<file path="src/rtl/steer_en_gen_if.sv">
// Load-cell sample bus into the steer-enable controller and its status outputs.
// master drives the samples; slave is the controller.
interface steer_en_gen_if #(
  parameter int LD_W = 12
);
  logic            ld_vld;
  logic [LD_W-1:0] lft_ld;
  logic [LD_W-1:0] rght_ld;
  logic            rider_off;
  logic            en_steer;
  logic [1:0]      st;

  modport master (output ld_vld, lft_ld, rght_ld, input  rider_off, en_steer, st);
  modport slave  (input  ld_vld, lft_ld, rght_ld, output rider_off, en_steer, st);
endinterface

</file>
<file path="src/rtl/steer_en_gen.sv">
// Rider-presence / steering-enable controller: qualifies the captured load-cell
// samples and walks OFF -> SETTLE -> STEER, with a debounced EXIT on weight dips.
module steer_en_gen #(
  parameter int LD_W          = 12,
  parameter int MIN_WT        = 'h200,
  parameter int HYST          = 'h40,
  parameter int SETTLE_CYCLES = 67_000_000,
  parameter int FAST_SETTLE   = 32768,
  parameter int OFF_DEB       = 16,
  parameter bit FAST_SIM      = 1'b1
) (
  input  logic          clk,
  input  logic          rst_n,
  steer_en_gen_if.slave bus
);
  localparam int N    = FAST_SIM ? FAST_SETTLE : SETTLE_CYCLES;
  localparam int TMAX = (SETTLE_CYCLES > OFF_DEB) ? SETTLE_CYCLES : OFF_DEB;
  localparam int TW   = $clog2(TMAX + 1);

  localparam logic [LD_W:0] LO_TH  = (LD_W+1)'(MIN_WT - HYST);
  localparam logic [LD_W:0] HI_TH  = (LD_W+1)'(MIN_WT + HYST);
  localparam logic [TW-1:0] N_M1   = TW'(N - 1);
  localparam logic [TW-1:0] DEB_M1 = TW'(OFF_DEB - 1);

  typedef enum logic [1:0] {
    S_OFF    = 2'd0,
    S_SETTLE = 2'd1,
    S_STEER  = 2'd2,
    S_EXIT   = 2'd3
  } state_t;

  state_t          r_state, w_nxt;
  logic [LD_W-1:0] r_lft, r_rght;
  logic [TW-1:0]   r_tmr, w_tmr_nxt, w_tmr_inc;
  logic            r_rider_off, r_en_steer;

  logic [LD_W:0]   w_sum;
  logic [LD_W-1:0] w_adiff;
  logic            w_lo, w_hi, w_imb, w_big_imb;

  always_ff @(posedge clk or negedge rst_n) begin
    if (!rst_n) begin
      r_lft  <= '0;
      r_rght <= '0;
    end else if (bus.ld_vld) begin
      r_lft  <= bus.lft_ld;
      r_rght <= bus.rght_ld;
    end
  end

  // Difference taken in the larger-minus-smaller order so it never wraps.
  assign w_sum     = {1'b0, r_lft} + {1'b0, r_rght};
  assign w_adiff   = (r_lft >= r_rght) ? (r_lft - r_rght) : (r_rght - r_lft);
  assign w_lo      = w_sum < LO_TH;
  assign w_hi      = w_sum > HI_TH;
  assign w_imb     = {1'b0, w_adiff} > (w_sum >> 2);
  assign w_big_imb = {1'b0, w_adiff} > (w_sum - (w_sum >> 4));

  assign w_tmr_inc = (r_tmr == '1) ? r_tmr : r_tmr + 1'b1;

  always_comb begin
    w_nxt     = r_state;
    w_tmr_nxt = '0;
    unique case (r_state)
      S_OFF: begin
        if (w_hi) w_nxt = S_SETTLE;
      end
      S_SETTLE: begin
        if (w_lo)               w_nxt = S_OFF;
        else if (w_imb)         w_nxt = S_SETTLE;
        else if (r_tmr == N_M1) w_nxt = S_STEER;
        else                    w_tmr_nxt = w_tmr_inc;
      end
      S_STEER: begin
        if (w_lo)           w_nxt = S_EXIT;
        else if (w_big_imb) w_nxt = S_SETTLE;
      end
      S_EXIT: begin
        // Imbalance is deliberately ignored while debouncing a weight dip.
        if (!w_lo)                w_nxt = S_STEER;
        else if (r_tmr == DEB_M1) w_nxt = S_OFF;
        else                      w_tmr_nxt = w_tmr_inc;
      end
      default: w_nxt = S_OFF;
    endcase
  end

  always_ff @(posedge clk or negedge rst_n) begin
    if (!rst_n) begin
      r_state     <= S_OFF;
      r_tmr       <= '0;
      r_rider_off <= 1'b1;
      r_en_steer  <= 1'b0;
    end else begin
      r_state     <= w_nxt;
      r_tmr       <= w_tmr_nxt;
      r_rider_off <= (w_nxt == S_OFF);
      r_en_steer  <= (w_nxt == S_STEER) || (w_nxt == S_EXIT);
    end
  end

  assign bus.st        = r_state;
  assign bus.rider_off = r_rider_off;
  assign bus.en_steer  = r_en_steer;
endmodule

</file>
<file path="src/flat_wrapper.sv">
// flat-port wrapper written by rule: the top's interface ports become plain ports
module steer_en_gen_flat 
#(
  parameter int LD_W          = 12,
  parameter int MIN_WT        = 'h200,
  parameter int HYST          = 'h40,
  parameter int SETTLE_CYCLES = 67_000_000,
  parameter int FAST_SETTLE   = 32768,
  parameter int OFF_DEB       = 16,
  parameter bit FAST_SIM      = 1'b1
)
  (clk, rst_n, bus_ld_vld, bus_lft_ld, bus_rght_ld, bus_rider_off, bus_en_steer, bus_st);
  steer_en_gen_if #(.LD_W(LD_W)) bus_i ();
  input  logic clk;
  input  logic rst_n;
  input wire logic [$bits(bus_i.ld_vld)-1:0] bus_ld_vld;
  input wire logic [$bits(bus_i.lft_ld)-1:0] bus_lft_ld;
  input wire logic [$bits(bus_i.rght_ld)-1:0] bus_rght_ld;
  output wire logic [$bits(bus_i.rider_off)-1:0] bus_rider_off;
  output wire logic [$bits(bus_i.en_steer)-1:0] bus_en_steer;
  output wire logic [$bits(bus_i.st)-1:0] bus_st;
  assign bus_i.ld_vld = bus_ld_vld;
  assign bus_i.lft_ld = bus_lft_ld;
  assign bus_i.rght_ld = bus_rght_ld;
  assign bus_rider_off = bus_i.rider_off;
  assign bus_en_steer = bus_i.en_steer;
  assign bus_st = bus_i.st;
  steer_en_gen #(.LD_W(LD_W), .MIN_WT(MIN_WT), .HYST(HYST), .SETTLE_CYCLES(SETTLE_CYCLES), .FAST_SETTLE(FAST_SETTLE), .OFF_DEB(OFF_DEB), .FAST_SIM(FAST_SIM)) u_core (.clk(clk), .rst_n(rst_n), .bus(bus_i));
endmodule
</file>
<file path="config.mk">
export PLATFORM = sky130hd
export DESIGN_NAME = steer_en_gen_flat
export DESIGN_NICKNAME = d
export VERILOG_FILES = /design/src/rtl/steer_en_gen_if.sv /design/src/rtl/steer_en_gen.sv /design/src/flat_wrapper.sv
export SDC_FILE = /design/constraint.sdc
export NUM_CORES = 1
export LEC_CHECK = 0
export CAP_MARGIN = 20
export CORE_MARGIN = 2
export CORE_UTILIZATION = 45
export CTS_CLUSTER_SIZE = 14
export DETAILED_ROUTE_END_ITERATION = 7
export DONT_BUFFER_PORTS = 1
export PLACE_DENSITY = 0.6
export SETUP_SLACK_MARGIN = 0.15
export SLEW_MARGIN = 10
export SYNTH_ARGS = -nofsm -noshare
export SYNTH_HDL_FRONTEND = slang
export SYNTH_SLANG_ARGS = --single-unit
</file>
<file path="constraint.sdc">
create_clock -name clk -period 13.75 [get_ports clk]
set_input_delay 4.125 -clock clk [delete_from_list [all_inputs] [get_ports clk]]
set_output_delay 4.125 -clock clk [all_outputs]
set_load 0.005 [all_outputs]
</file>
==> flow_metrics.tcl, run 1 <==
set metrics [dict create \
    status "finished clean" \
    synth-xor-area-share_pct 8.70 \
    r2r_setup_slack_ns 8.04 \
    final_max_slew_viol_count 0 \
    diodes 0 \
    min_to "u_core.r_tmr[1]" \
    hold_buffers 0 \
    hp-class "flip-flop to flip-flop" \
    clock_skew_ns 0.00978 \
    setup_viol 0 \
    final_nets 738 \
    met3_usage_pct 2.33 \
    powerDensity_mw_per_mm2 154 \
    worstSetupPathType "flip-flop to flip-flop" \
    syn_area_mm2 0.00548 \
    synthesis.nets 754 \
    busiest_layer "met2" \
    post_drt_wl_per_cell_um 16.4 \
    tns_ns 0 \
    antenna_found_initial 0 \
    r2r-end "u_core.bus.rider_off" \
    cp_max_fo 8 \
    synthSimpleGateAreaFrac_pct 21.6 \
    die_area_mm2 0.0131 \
    ys.flop_type "dfrtp_1" \
    grt_use_total_pct 20.8 \
    vdd.ir_drop.worst_uv 56.6 \
    clk-insertion-delay-late_ns 0.31 \
    synth_top_family_by_area "simple AND/OR/NAND/NOR gates" \
    cts_root_buffer "clkbuf_16" \
    cts_tree "built" \
    numPortBuffers 0 \
    worst_ep_required_time_ns 13.99 \
    synth_compound_area_share_pct 21.6 \
    path_cells "inv_1 > ha_1 > nand2b_1 > a2111oi_4 > or3_1 > and2_1 > inv_1 > fa_1 > nand2b_1 > a311oi_1 > a211oi_1 > o31a_1 > o31a_1 > o21ai_0 > xnor2_1 > ha_1 > nand3_1 > a211o_1 > o211ai_1 > nand3_1 > nor3_1 > o21ai_1 > a31o_1 > nor2_1" \
    viasPerCell 5.82 \
    critPathLaunchType "flip-flop" \
    dp_hpwl_um 10100 \
    die_h_um 114 \
    reg2reg_from "u_core.r_rght[1]" \
    htree_levels 2 \
    period_needed_ns 5.71 \
    initial_core_util_pct 45.8 \
    drive_above_1_share_pct 6.07 \
    grt_overflow 0 \
    met2_usage_pct 32.9 \
    ant_nets 0 \
    synth-adder-area-share_pct 16.5 \
    grt_max_degree 55 \
    worstSetupEndpointType "flip-flop" \
    core_area_mm2 0.0120 \
    yosys-top-cells-area "dfrtp_1 24%, ha_1 15%, xor2_1 4.2%, o21ai_0 4.1%, nand2_1 4.0%" \
    cts_buffers 5 \
    relSlewSlack_pct 46.3 \
    max_stage_delay_ns 0.46 \
    fin_hold_ws_ns 0.549 \
    rows 40 \
    yosysWarningCount 0 \
    cts_setup_buffers 0 \
    final_cell_mix "65 x ha_1, 59 x nand2_1, 53 x nor2_1, 53 x dfrtp_1" \
    synth_seq_cells 54 \
    drt_iter0_drc 315 \
    syn_inst 658 \
    drc 0 \
    netlist.area_leader.share_pct 24.2 \
    grt_pass1_wl_um 22100 \
    ios 31 \
    reg2regPathDepth 24 \
    cts_max_path_buffers 2 \
    p_leak_nw 2.52 \
    startpoint "u_core.r_rght[1]" \
    clock-sinks 54 \
    synth.area.mux_share_pct 1.32 \
    fin_crit_sh_pct 41.6 \
    max_freq_ghz 0.175 \
    synth_top_area_cell "dfrtp_1" \
    dr.pass1.iters 5 \
    maxCapViolations 0 \
    die_x_um 114 \
    yosysUniqueCellTypes 76 \
    worstPathArrival_ns 5.96 \
    finalHoldViolations 0 \
    area.growth.synth_to_final_pct 4.34 \
    avgSynthCellArea_um2 8.33 \
    whs_path_depth 2 \
    grt_pass1_vias 4469 \
    drt-total-wl_um 12900 \
    clk_pin_slew_ns 0.07 \
    mostFrequentLayoutCell "ha_1" \
    grt_use_met1_pct 30.7 \
    ys_seq_area_share_pct 24.7 \
    hp-start "u_core.r_tmr[1]" \
    ctsResizeCount 0 \
    worst_slew_pin_slew_ns 0.801 \
    via_count 4596 \
    rsz0062_at_grt "false" \
    finalWeightedCongestion 0.869 \
    synthArstFlopShare_pct 100 \
    crit_slowest_cell "a2111oi_4" \
    synth_edf_count 0 \
]
## cells by family after synthesis
| logic type | after synthesis |
|---|---|
| and+or+nand+nor | 236 |
| AOI/OAI and AO/OA | 167 |
| buffers and inverters | 72 |
| adders and majority gates | 70 |
| DFF | 54 |
| xor gates and xnor gates | 52 |
| muxes | 7 |
## worst max path at each step
| stage | end | slack [ns] | cells after the start |
|---|---|---|---|
| after floorplan | u_core.bus.rider_off | 8.58 | 24 |
| after global placement | u_core.bus.rider_off | 8.21 | 25 |
| after detailed placement | u_core.bus.rider_off | 8.06 | 24 |
| after CTS | u_core.bus.rider_off | 8.03 | 24 |
| after global routing | u_core.bus.rider_off | 7.48 | 24 |
| final | u_core.bus.rider_off | 8.04 | 24 |
## cell usage after synthesis (7+ instances only)
| library cell | number |
|---|---|
| ha_1 | 65 |
| dfrtp_1 | 53 |
| a211oi_1 | 9 |
| xor2_1 | 26 |
| nand3b_1 | 7 |
| a21oi_1 | 34 |
| and2_1 | 10 |
| clkbuf_1 | 15 |
| nor3_1 | 11 |
| nand2_1 | 59 |
| nand3_1 | 25 |
| inv_1 | 45 |
| nand4_1 | 10 |
| nor2b_1 | 7 |
| and3_1 | 10 |
| o211ai_1 | 11 |
| nor2_1 | 53 |
| a21o_1 | 16 |
| xnor2_1 | 24 |
| o21ai_0 | 45 |
| nor2_2 | 11 |
## through the flow
stage	total power [W]	cells	util [%]	setup WS (ns)	area (um2)
3_3_place_gp	0.000706	782	46.3	8.21	5540
4_1_cts	0.000879	790	47.8	8.03	5720
2_1_floorplan	0.000618	658	-	8.58	5480
6_report	0.000881	790	47.8	8.04	5720
3_5_place_dp	0.000717	782	46.3	8.06	5540
5_1_grt	0.000958	790	47.8	7.48	5720
## per-layer routing
layer,up-vias,wire length [um]
met5,-,0
met4,0,152
met3,12,448
met2,105,5710
met1,2176,6610
li1,2303,-
## area by class of cell
type	count	area [um2]
clock buffer	6	139
inverter	49	184
fill	1174	6240
tap	147	184
sequential	54	1350
clock inverter	2	38.8
multi-input combinational	532	3820
## worst max-delay path, delay by kind of cell (launching register included)
kind | cells | cell delay (ns)
XOR/XNOR | 1 | 0.09
flip-flops | 1 | 0.42
buffers and inverters | 2 | 0.24
adder cells (fa/ha/maj) | 3 | 1.13
AO/OA/AOI/OAI | 10 | 2.44
AND/OR/NAND/NOR | 8 | 1.33
## power by group
part / internal (W) / leakage, nW / total [W] / switching [W]
logic: 0.000219 / 1.74 / 0.000546 / 0.000327
clock network: 0.0000918 / 0.0875 / 0.000157 / 0.0000647
registers: 0.000169 / 0.701 / 0.000178 / 0.00000953
## registers in the layout, indices dropped and copies added (netlist names)
| name | count |
|---|---|
| u_core.bus.en_steer | 1 |
| u_core.bus.rider_off | 1 |
| u_core.bus.st | 2 |
| u_core.r_lft | 12 |
| u_core.r_rght | 12 |
| u_core.r_tmr | 26 |
(Power assumes the default switching activity.)
==> run 2, diff against run 1 <==
==> constraint.sdc (replaced) <==
create_clock -name clk -period 5.28 [get_ports clk]
set_input_delay 1.584 -clock clk [delete_from_list [all_inputs] [get_ports clk]]
set_output_delay 1.584 -clock clk [all_outputs]
set_load 0.005 [all_outputs]
==> flow_metrics.tcl, run 2 (synthesis gave the netlist of run 1 again) <==
set metrics [dict create \
    worstSetupPathType "flip-flop to flip-flop" \
    antenna_found_initial 0 \
    clk-insertion-delay-late_ns 0.30 \
    fin_crit_sh_pct 96.7 \
    powerDensity_mw_per_mm2 403 \
    mostFrequentLayoutCell "nand2_1" \
    cts_tree "built" \
    status "finished clean" \
    largest_reg_flops 26 \
    dp_hpwl_um 10700 \
    numPortBuffers 0 \
    cp_max_fo 5 \
    grt_pass1_wl_um 23000 \
    cts_root_buffer "clkbuf_16" \
    vdd.ir_drop.worst_uv 154 \
    post_drt_wl_per_cell_um 17.1 \
    critPathLaunchType "flip-flop" \
    ios 31 \
    worst_slew_pin_slew_ns 0.782 \
    worst_ep_required_time_ns 5.52 \
    hp-class "flip-flop to flip-flop" \
    reg.largest.list "u_core.r_tmr x26, u_core.r_lft x12, u_core.r_rght x12" \
    hp-start "u_core.r_tmr[1]" \
    largest-register "u_core.r_tmr" \
    htree_levels 2 \
    core_area_mm2 0.0120 \
    grt_max_degree 55 \
    relSlewSlack_pct 46.5 \
    finalWeightedCongestion 0.867 \
    clock_skew_ns 0.00844 \
    p_leak_nw 2.80 \
    grt_pass1_vias 4664 \
    drive_above_1_share_pct 18.8 \
    startpoint "u_core.r_rght[2]" \
    via_count 4901 \
    viasPerCell 5.85 \
    dp_cells 803 \
    clk_pin_slew_ns 0.08 \
    die_h_um 114 \
    worstSetupEndpointType "flip-flop" \
    final_max_slew_viol_count 0 \
    maxCapViolations 0 \
    fin_cells 838 \
    rows 40 \
    cts_max_path_buffers 2 \
    ant_nets 0 \
    fin_hold_ws_ns 0.564 \
    drt_iter0_drc 375 \
    drc 0 \
    dr.pass1.iters 5 \
    final_cell_mix "58 x nand2_1, 55 x ha_1, 53 x dfrtp_1" \
    cts_buffers 5 \
    clock-sinks 54 \
    grt_overflow 0 \
    die_x_um 114 \
    setup_viol 0 \
    final_nets 786 \
    rsz0062_at_grt "true" \
    max_freq_ghz 0.196 \
    reg2reg_from "u_core.r_rght[2]" \
    finalHoldViolations 0 \
    area.growth.synth_to_final_pct 15.4 \
    grt_use_total_pct 21.9 \
    initial_core_util_pct 45.8 \
    drt-total-wl_um 14300 \
    period_needed_ns 5.11 \
    worstPathArrival_ns 5.34 \
    diodes 0 \
    die_area_mm2 0.0131 \
]
-- run 2: cell types whose count changed in the layout (fill, tap and decap cells not counted), sizes merged --
cell / previous run / this run
buf: 0 / 48
bufinv: 1 / 0
clkinv: 1 / 2
-- run 2: layer usage --
metal	GRT usage [%]	routed length, um
met1	31.1	6880
met2	34.8	6520
met3	3.34	654
met4	6.10	245
met5	0	0
-- run 2: metrics by stage --
step | TNS, ns | power, W | utilization (%) | area [um2] | setup slack, ns
6_report | 0 | 0.00255 | 52.9 | 6320 | 0.174
5_1_grt | -0.0299 | 0.00274 | 52.9 | 6320 | -0.0299
4_1_cts | 0 | 0.00236 | 50.0 | 5980 | 0.158
3_5_place_dp | -0.0458 | 0.00196 | 47.8 | 5710 | -0.0378
3_3_place_gp | 0 | 0.00192 | 47.8 | 5710 | 0.185
2_1_floorplan | 0 | 0.00161 | - | 5480 | 0.163
-- run 2: worst max-delay path, cell delays in order, from the launching register on --
cell       delay (ns)
dfrtp_1          0.40
buf_4            0.14
ha_1             0.28
nor2b_4          0.17
a2111oi_4        0.07
buf_4            0.16
or4_1            0.52
and3_1           0.23
inv_2            0.08
ha_1             0.26
a21o_1           0.21
a211oi_2         0.26
o31a_1           0.23
o31a_1           0.21
o21ai_2          0.08
xnor2_1          0.13
ha_1             0.33
nand3_2          0.11
a211o_1          0.28
o211ai_1         0.13
nand2_1          0.08
nor2_1           0.11
o21a_1           0.16
o21ai_2          0.07
a31o_1           0.24
nor2_1           0.10
-- run 2: area by class of cell --
| cell class | instances | area [um2] |
|---|---|---|
| clock buffers | 6 | 129 |
| clock inverters | 2 | 13.8 |
| fillers | 1117 | 5640 |
| inverters | 49 | 184 |
| multi-input cells | 532 | 4090 |
| flip-flops and latches | 54 | 1350 |
| well taps | 147 | 184 |
| repair buffers | 48 | 377 |
-- run 2: timing repair --
item | 4_1_cts | 5_1_grt
resized for setup | 9 | 44
setup endpoints to repair | 4 | 30
buffers inserted | 11 | 16
hold buffers | 0 | 0
pin swaps | 6 | 26
-- run 2: path summary, 6_finish.rpt --
check | to | slack [ns] | cells after the start
worst max register to register | u_core.bus.rider_off | 0.17 | 25
worst max-delay path | u_core.bus.rider_off | 0.17 | 25
max in group asynchronous | u_core.bus.rider_off | 4.11 | 0
worst min register to register | u_core.r_tmr[1] | 0.56 | 2
worst min-delay path | u_core.r_tmr[1] | 0.56 | 2
min in group asynchronous | u_core.r_lft[1] | 0.97 | 0
-- run 2: power by group --
part           switching (W)  total, W  leakage [nW]  internal, W
registers          0.0000241  0.000464         0.701     0.000439
logic               0.000982   0.00175          2.02     0.000769
clock network       0.000158  0.000336        0.0712     0.000178
==> run 3, diff against run 2 <==
--- a/config.mk
+++ b/config.mk
@@ -6,11 +6,13 @@
 export NUM_CORES = 1
 export LEC_CHECK = 0
 export CAP_MARGIN = 20
+export CORE_ASPECT_RATIO = 2
 export CORE_MARGIN = 2
 export CORE_UTILIZATION = 45
 export CTS_CLUSTER_SIZE = 14
 export DETAILED_ROUTE_END_ITERATION = 7
 export DONT_BUFFER_PORTS = 1
+export HOLD_SLACK_MARGIN = 0.05
 export PLACE_DENSITY = 0.6
 export SETUP_SLACK_MARGIN = 0.15
 export SLEW_MARGIN = 10
==> flow_metrics.tcl, run 3 (synthesis gave the netlist of run 1 again) <==
set metrics [dict create \
    die_x_um 82.0 \
    dpl-instance-area_mm2 0.00572 \
    final_max_slew_viol_count 0 \
    vdd.ir_drop.worst_uv 269 \
    startpoint "u_core.r_lft[0]" \
    cp_max_fo 3 \
    clock_skew_ns 0.00947 \
    antenna_found_initial 0 \
    worst_ep_required_time_ns 5.52 \
    setup_viol 0 \
    mostFrequentLayoutCell "nand2_1" \
    diodes 0 \
    tns_ns 0 \
    powerDensity_mw_per_mm2 400 \
    ant_nets 0 \
    cts_buffers 5 \
    numPortBuffers 0 \
    fin_cells 839 \
    ios 31 \
    viasPerCell 5.66 \
    cts_tree "built" \
    worstSetupEndpointType "flip-flop" \
    die_area_mm2 0.0131 \
    maxCapViolations 0 \
    grt_overflow 0 \
    grt_use_total_pct 21.0 \
    final_nets 787 \
    nFillCells 1137 \
    drt-total-wl_um 13800 \
    worst_slew_pin_slew_ns 0.618 \
    drive_above_1_share_pct 20.1 \
    power_w 0.00255 \
    critPathLaunchType "flip-flop" \
    dp_hpwl_um 10200 \
    grt_max_degree 55 \
    fin_util_pct 53.2 \
    rows 57 \
    relSlewSlack_pct 58.6 \
    fin_crit_sh_pct 95.2 \
    final_cell_mix "59 x nand2_1, 53 x ha_1, 52 x dfrtp_1" \
    htree_levels 2 \
    clock-sinks 54 \
    dp_cells 806 \
    largest_reg_flops 26 \
    dr.pass1.iters 5 \
    p_leak_nw 2.79 \
    finalWeightedCongestion 0.887 \
    cts_root_buffer "clkbuf_16" \
    worstPathArrival_ns 5.26 \
    die_h_um 160 \
    finalHoldViolations 0 \
    clk-insertion-delay-late_ns 0.30 \
    via_count 4749 \
    largest-register "u_core.r_tmr" \
    drc 0 \
    grt_pass1_vias 4536 \
    clk_pin_slew_ns 0.07 \
    reg2reg_from "u_core.r_lft[0]" \
    worstSetupPathType "flip-flop to flip-flop" \
    max_freq_ghz 0.199 \
    hp-class "flip-flop to flip-flop" \
    post_drt_wl_per_cell_um 16.4 \
    reg.largest.list "u_core.r_tmr x26, u_core.r_lft x12, u_core.r_rght x12" \
    period_needed_ns 5.03 \
    design_area_mm2 0.00637 \
    drt_iter0_drc 252 \
    area.growth.synth_to_final_pct 16.3 \
    cts_max_path_buffers 2 \
    rsz0062_at_grt "true" \
    grt_pass1_wl_um 21900 \
    hp-start "u_core.r_tmr[1]" \
    initial_core_util_pct 45.7 \
    core_area_mm2 0.0120 \
    status "finished clean" \
]
[run 3: worst max-delay path: stages (launching register included)]
cell and delay (ns):
dfrtp_1 0.41, ha_4 0.16, inv_1 0.05, fa_2 0.42
o21bai_4 0.15, buf_6 0.11, buf_4 0.11, o2111ai_4 0.16
nand2_1 0.15, xor2_2 0.23, ha_4 0.20, nand2b_4 0.06
a311oi_2 0.30, a211oi_2 0.10, o31a_1 0.28, o31a_1 0.33
o21ai_2 0.13, xnor2_1 0.08, ha_1 0.33, nand3_2 0.11
buf_4 0.11, nor2_1 0.03, a31oi_1 0.21, nand3_1 0.12
nor3_2 0.20, o21ai_2 0.10, a31o_1 0.24, nor2_1 0.10
[run 3: final cells by class]
cell class / count / area [um2] / share of cell area (%)
Sequential cell: 54 / 1350 / 21.3
Clock inverter: 2 / 13.8 / 0.216
Inverter: 49 / 188 / 2.95
Timing Repair Buffer: 48 / 364 / 5.72
Tap cell: 147 / 184 / 2.89
Multi-Input combinational cell: 533 / 4140 / 65.0
Clock buffer: 6 / 129 / 2.02
[run 3: power by group]
group	internal (W)	total (W)	switching, W
logic	0.000783	0.00175	0.000965
registers	0.000440	0.000466	0.0000268
clock network	0.000177	0.000332	0.000155
total	0.00140	0.00255	0.00115
[run 3: path summary, 6_finish.rpt]
check                                  endpoint  depth (start not counted)  slack (ns)
min in group asynchronous      u_core.r_tmr[23]                          0        0.97
min reg2reg                     u_core.r_tmr[1]                          2        0.56
min                             u_core.r_tmr[1]                          2        0.56
max reg2reg                u_core.bus.rider_off                         27        0.25
max in group asynchronous  u_core.bus.rider_off                          0        4.13
max                        u_core.bus.rider_off                         27        0.25
[run 3: layer usage]
layer  vias to the layer above  GRT usage [%]  wire, um  part of all wire [%]
li1                       2407              -         -                     -
met1                      2230           29.2      6260                    46
met2                        89           33.3      6700                    49
met3                        23           2.09       430                   3.1
met4                         0           7.50       354                   2.6
met5                         -              0         0                     0
[run 3: repair_timing]
item                                    CTS  global route
setup buffers                             5            19
resized for setup                         4            60
pin swaps                                 8            37
hold buffers                              0             0
gates cloned                              0             1
endpoints found under the setup margin    3            30
[run 3: metrics by stage]
| stage | worst slack (ns) | hold WS, ns |
|---|---|---|
| final | 0.255 | 0.565 |
| after global routing | -0.0149 | 0.583 |
| after CTS | 0.163 | 0.564 |
| after detailed placement | 0.0180 | 0.544 |
| after global placement | 0.159 | 0.531 |
| after floorplan | 0.163 | 0.505 |
